**src/rtl/iob_wb2iob_pkg.sv**
```systemverilog
// Shared definitions for the Wishbone-to-IOb bridge.
// Holds the FSM state encoding and the timeout counter sizing rule.
package iob_wb2iob_pkg;

    typedef enum logic [2:0] {
        IDLE  = 3'd0,
        REQ   = 3'd1,
        ACK   = 3'd2,
        ERR   = 3'd3,
        DRAIN = 3'd4
    } state_t;

    function automatic int cnt_width(input int timeout);
        int w;
        w = $clog2(timeout + 1);
        return (w < 1) ? 1 : w;
    endfunction

endpackage

```
**src/rtl/iob_counter.sv**
```systemverilog
// Up-counter with synchronous clear and enable.
// Used to time how long the IOb slave withholds ready.
module iob_counter #(
    parameter int W = 8
) (
    input  logic         clk,
    input  logic         rst,
    input  logic         clr,
    input  logic         en,
    output logic [W-1:0] cnt
);

    always_ff @(posedge clk) begin
        if (rst) begin
            cnt <= '0;
        end else if (clr) begin
            cnt <= '0;
        end else if (en) begin
            cnt <= cnt + W'(1);
        end
    end

endmodule

```
**src/rtl/iob_wb2iob.sv**
```systemverilog
// Wishbone slave to IOb master bridge with address decode,
// ready timeout and cycle-abort handling.
module iob_wb2iob
    import iob_wb2iob_pkg::*;
#(
    parameter int                   WB_ADDR_W = 32,
    parameter int                   ADDR_W    = 16,
    parameter int                   DATA_W    = 32,
    parameter logic [WB_ADDR_W-1:0] BASE_ADDR = '0,
    parameter int                   TIMEOUT   = 256
) (
    input  logic                 clk,
    input  logic                 rst,
    input  logic [WB_ADDR_W-1:0] wb_adr_i,
    input  logic [DATA_W-1:0]    wb_dat_i,
    input  logic [DATA_W/8-1:0]  wb_sel_i,
    input  logic                 wb_we_i,
    input  logic                 wb_cyc_i,
    input  logic                 wb_stb_i,
    output logic [DATA_W-1:0]    wb_dat_o,
    output logic                 wb_ack_o,
    output logic                 wb_err_o,
    output logic                 valid,
    output logic [ADDR_W-1:0]    address,
    output logic [DATA_W-1:0]    wdata,
    output logic [DATA_W/8-1:0]  wstrb,
    input  logic [DATA_W-1:0]    rdata,
    input  logic                 ready
);

    localparam int SW = DATA_W / 8;
    localparam int CW = cnt_width(TIMEOUT);
    localparam logic [CW-1:0] TERM = CW'((TIMEOUT > 0) ? TIMEOUT - 1 : 0);

    state_t            state;
    state_t            state_nxt;
    logic              err_q;
    logic              err_nxt;
    logic              we_q;
    logic [ADDR_W-1:0] addr_q;
    logic [DATA_W-1:0] wdata_q;
    logic [SW-1:0]     wstrb_q;
    logic [CW-1:0]     cnt;
    logic              hit;
    logic              tmo;
    logic              start;
    logic              cap;
    logic              cnt_en;
    logic              unused_adr;

    assign unused_adr = ^wb_adr_i[1:0];

    if (WB_ADDR_W > ADDR_W) begin : g_dec
        assign hit = (wb_adr_i[WB_ADDR_W-1:ADDR_W]
                      == BASE_ADDR[WB_ADDR_W-ADDR_W-1:0]);
    end else begin : g_nodec
        assign hit = 1'b1;
    end

    assign tmo = (TIMEOUT != 0) && (cnt == TERM);

    iob_counter #(
        .W(CW)
    ) u_cnt (
        .clk(clk),
        .rst(rst),
        .clr(start),
        .en (cnt_en),
        .cnt(cnt)
    );

    // Ready has priority over abort and timeout: a completed
    // IOb access must never be followed by a drain wait.
    always_comb begin
        state_nxt = state;
        err_nxt   = err_q;
        start     = 1'b0;
        cap       = 1'b0;
        cnt_en    = 1'b0;
        unique case (state)
            IDLE: begin
                if (wb_cyc_i && wb_stb_i) begin
                    if (hit) begin
                        start     = 1'b1;
                        err_nxt   = 1'b0;
                        state_nxt = REQ;
                    end else begin
                        state_nxt = ERR;
                    end
                end
            end
            REQ: begin
                if (ready) begin
                    state_nxt = wb_cyc_i ? ACK : IDLE;
                    cap       = wb_cyc_i && !we_q;
                end else if (!wb_cyc_i) begin
                    err_nxt   = 1'b0;
                    state_nxt = DRAIN;
                end else if (tmo) begin
                    err_nxt   = 1'b1;
                    state_nxt = DRAIN;
                end else begin
                    cnt_en = 1'b1;
                end
            end
            ACK:   state_nxt = IDLE;
            ERR:   state_nxt = IDLE;
            DRAIN: begin
                if (ready) begin
                    state_nxt = err_q ? ERR : IDLE;
                end
            end
            default: state_nxt = IDLE;
        endcase
    end

    always_ff @(posedge clk) begin
        if (rst) begin
            state <= IDLE;
            err_q <= 1'b0;
        end else begin
            state <= state_nxt;
            err_q <= err_nxt;
        end
    end

    always_ff @(posedge clk) begin
        if (rst) begin
            addr_q  <= '0;
            wdata_q <= '0;
            wstrb_q <= '0;
            we_q    <= 1'b0;
        end else if (start) begin
            addr_q  <= {wb_adr_i[ADDR_W-1:2], 2'b00};
            wdata_q <= wb_dat_i;
            wstrb_q <= wb_sel_i & {SW{wb_we_i}};
            we_q    <= wb_we_i;
        end
    end

    always_ff @(posedge clk) begin
        if (rst) begin
            wb_dat_o <= '0;
        end else if (cap) begin
            wb_dat_o <= rdata;
        end
    end

    assign valid    = (state == REQ) || (state == DRAIN);
    assign wb_ack_o = (state == ACK);
    assign wb_err_o = (state == ERR);
    assign address  = addr_q;
    assign wdata    = wdata_q;
    assign wstrb    = wstrb_q;

endmodule

```
**config.mk**
```make
export PLATFORM = sky130hd
export DESIGN_NAME = iob_wb2iob
export DESIGN_NICKNAME = d
export VERILOG_FILES = /design/src/rtl/iob_wb2iob_pkg.sv /design/src/rtl/iob_counter.sv /design/src/rtl/iob_wb2iob.sv
export SDC_FILE = /design/constraint.sdc
export NUM_CORES = 1
export LEC_CHECK = 0
export CAP_MARGIN = 25
export CORE_UTILIZATION = 35
export CTS_CLUSTER_DIAMETER = 40
export DETAILED_ROUTE_END_ITERATION = 7
export PLACE_DENSITY = 0.76
export SLEW_MARGIN = 30
export SYNTH_ARGS = -nofsm -noshare
export SYNTH_HDL_FRONTEND = slang
export SYNTH_SLANG_ARGS = --single-unit
export TNS_END_PERCENT = 20
```
**constraint.sdc**
```tcl
create_clock -name clk -period 1.9 [get_ports clk]
set_input_delay 0.38 -clock clk [delete_from_list [all_inputs] [get_ports clk]]
set_output_delay 0.38 -clock clk [all_outputs]
set_load 0.05 [all_outputs]
```
==> flow_summary.yaml <==
power:
  power_frac_clock: 0.301
  power_switching_mw: 1.23
  ir_worst_vdd_v: 0.000436
  p_per_area_nw_per_um2: 722
  internal_power_mw: 3.19
  p_leak_nw: 3.09
  sw_frac_of_total: 0.278
  combPwrFrac: 0.220
  pwr-share-seq: 0.479
sta:
  setup_viol: 0
  rsz0062_at_grt: "yes"
  fin_crit_sh: 0.976
  min_period_ps: 1850
  hold_viol_final: 0
  max_freq_mhz: 540
  tightest_slew_ps: 548
  max-slew-margin-rel: 0.635
  slew_viol_final: 0
  fin_tns_setup_ps: 0
  skew_ps: 9.64
worst_hold_path:
  hp-class: "primary input to flop"
floorplan:
  dieArea_um2: 10600
  die_h_um: 103
  fp.dieW_um: 103
  num_rows: 36
  start_util: 0.363
  ios: 193
  coreArea_um2: 9860
drt:
  vias: 3705
  wl_um: 10800
  drc: 0
  postRouteAntennaNets: 0
  routed_via_density: 4.70
  dr.first_iter.drc_count: 114
  drt_pass1_iterations: 4
  drt-wirelength-per-cell_um: 13.7
place:
  globalplace.congestion: 0.749
  detailed_place_hpwl_um: 7430
  dpl.cell_count: 770
  dpl-instance-area_um2: 5740
  port_buffers: 188
grt:
  first_global_vias: 3487
  grt.total_usage: 0.189
  grt_max_degree: 54
  grt-ovfl-total: 0
  grt_antenna_before_repair: 0
  grt_pass1_wl_um: 15800
clock_tree:
  cts_tree: "built"
  cts_root_buffer: "clkbuf_8"
  holdBufCountCts: 0
  clk_path_buf_depth: 2
  worstSkewPairLatency_ps: 350
  cts_made_buffers: 9
  path_clk_slew_ps: 90
  ctsHtreeMaxLevel: 3
  cts_num_sinks: 96
final_layout:
  diodes: 0
  finalNonFillerCells: 788
  syn2layout_area_growth_pct: 71.0
  finish.instance_area_um2: 6120
  fin_nets: 759
  layout-drive-gt1-share: 0.124
yosys:
  async_flop_share: 0
  syn_area_per_cell_um2: 7.92
  ys_top_cells_by_area: "dfxtp_1, nand2_1, a21oi_1"
  synth-edff-count: 0
  synthMuxAreaShare: 0
  netlist.area_leader.share: 0.537
  ys_types: 33
  ys_ff_latch: 96
  synth_common_cells: "nand2_1, dfxtp_1, a21oi_1"
  synth_top_family_by_area: "simple AND/OR/NAND/NOR gates"
  syn_inst: 452
  ys.warnings.count: 0
  yosys.area_share.xor_xnor: 0.0196
  synthFlopType: "dfxtp_1"
  yosysMostFrequentCell: "nand2_1"
  synth_fa_ha_area_frac: 0.00699
  synth.largest_area_cell: "dfxtp_1"
  synthSimpleGateAreaFrac: 0.255
  synth_compound_area_frac: 0.135
  syn_area_um2: 3580
  synth.yosys.seq_area_share: 0.537
critical_path:
  cpPeakStageDelay_ps: 800
  start_kind: "flop"
  worst-endpoint-required_ps: 1520
  path_cells: "clkdlybuf4s50_1"
  cp_max_fo: 2
  path_class: "flop to primary output"
  worst-endpoint-arrival_ps: 1470
  critPathCaptureType: "primary output"
  critPathTopFamily: "buffers and inverters"
  cp_slowest_cell: "clkdlybuf4s50_1"
  path_buf_inv: 1
outcome:
  status: "complete, no violations"
run:
  maxCapViolCount: 0
[layout make-up]
| cell class | instances | area (µm²) |
|---|---|---|
| clock buffers | 11 | 141 |
| clock inverters | 4 | 52.6 |
| fillers | 840 | 3740 |
| inverters | 3 | 11.3 |
| multi-input cells | 322 | 1560 |
| flip-flops and latches | 96 | 1920 |
| well taps | 133 | 166 |
| repair buffers | 219 | 2270 |
[worst reg2reg max path: stages (launching register included)]
cell and delay [ps]:
dfxtp_2 340, and4_4 200, nand2_2 80, nor2_1 50
ha_2 170, or3_4 370, or3_4 350, xor2_2 150
nor2_2 40
[metal layers]
| layer | vias to the layer above | GRT usage | part of all wire |
|---|---|---|---|
| li1 | 1864 | - | - |
| met1 | 1710 | 0.209 | 0.40 |
| met2 | 116 | 0.343 | 0.52 |
| met3 | 15 | 0.0597 | 0.067 |
| met4 | 0 | 0.0585 | 0.017 |
| met5 | - | 0 | 0 |
[layout by cell type, fill, tap and decap left out, drive strengths merged, types with 4 or more instances in the layout]
| master | n |
|---|---|
| xor2 | 5 |
| clkbuf | 12 |
| nor2 | 13 |
| buf | 47 |
| dlymetal6s2s | 48 |
| nand2 | 174 |
| inv | 4 |
| nor3 | 4 |
| dfxtp | 96 |
| a21oi | 86 |
| nand3 | 10 |
| clkdlybuf4s50 | 104 |
| dlygate4sd2 | 19 |
[registers in the layout, indices dropped and copies added, names as in the netlist]
register / flops
address: 14
err_q: 1
state: 3
u_cnt.cnt: 9
wb_dat_o: 32
wdata: 32
we_q: 1
wstrb: 4
[cell families after synthesis]
kind of cell               count (synthesis)
and+or+nand+nor                          217
DFF                                       96
AOI/OAI and AO/OA                         93
buffers and inverters                     35
xor gates and xnor gates                   8
adders and majority gates                  2
other                                      1
[power by group through the flow]
stage	Clock (mW)	Combinational [mW]	Sequential [mW]
floorplan	0	0.395	2.27
global placement	0	0.966	2.16
detailed placement	0	0.980	2.16
CTS	1.37	0.976	2.12
global route	1.46	1.04	2.12
finish	1.33	0.972	2.12
[repair_timing]
item | CTS | global route
cloned | 0 | 2
setup buffers | 0 | 1
resized for setup | 20 | 59
endpoints found under the setup margin | 57 | 102
pin swaps | 0 | 4
[stage by stage]
step                      setup slack [ps]   util  power (mW)  hold slack (ps)
after floorplan                      -21.1      -        2.67              440
after global placement                -360  0.582        3.13              437
after detailed placement              -402  0.582        3.14              442
after CTS                            -16.1  0.599        4.46              314
after global routing                 -30.6  0.620        4.62              348
final                                 46.5  0.620        4.42              328
[worst paths after layout]
path                startpoint           end  slack, ps  cells past startpoint
hold / removal             rst      state[0]        330                      4
hold reg to reg      wdata[10]     wdata[10]        450                      2
setup / recovery   address[15]   address[15]         50                      1
setup reg to reg  u_cnt.cnt[5]  u_cnt.cnt[5]         60                      8
Note: power is estimated with default switching activity, not from simulation.
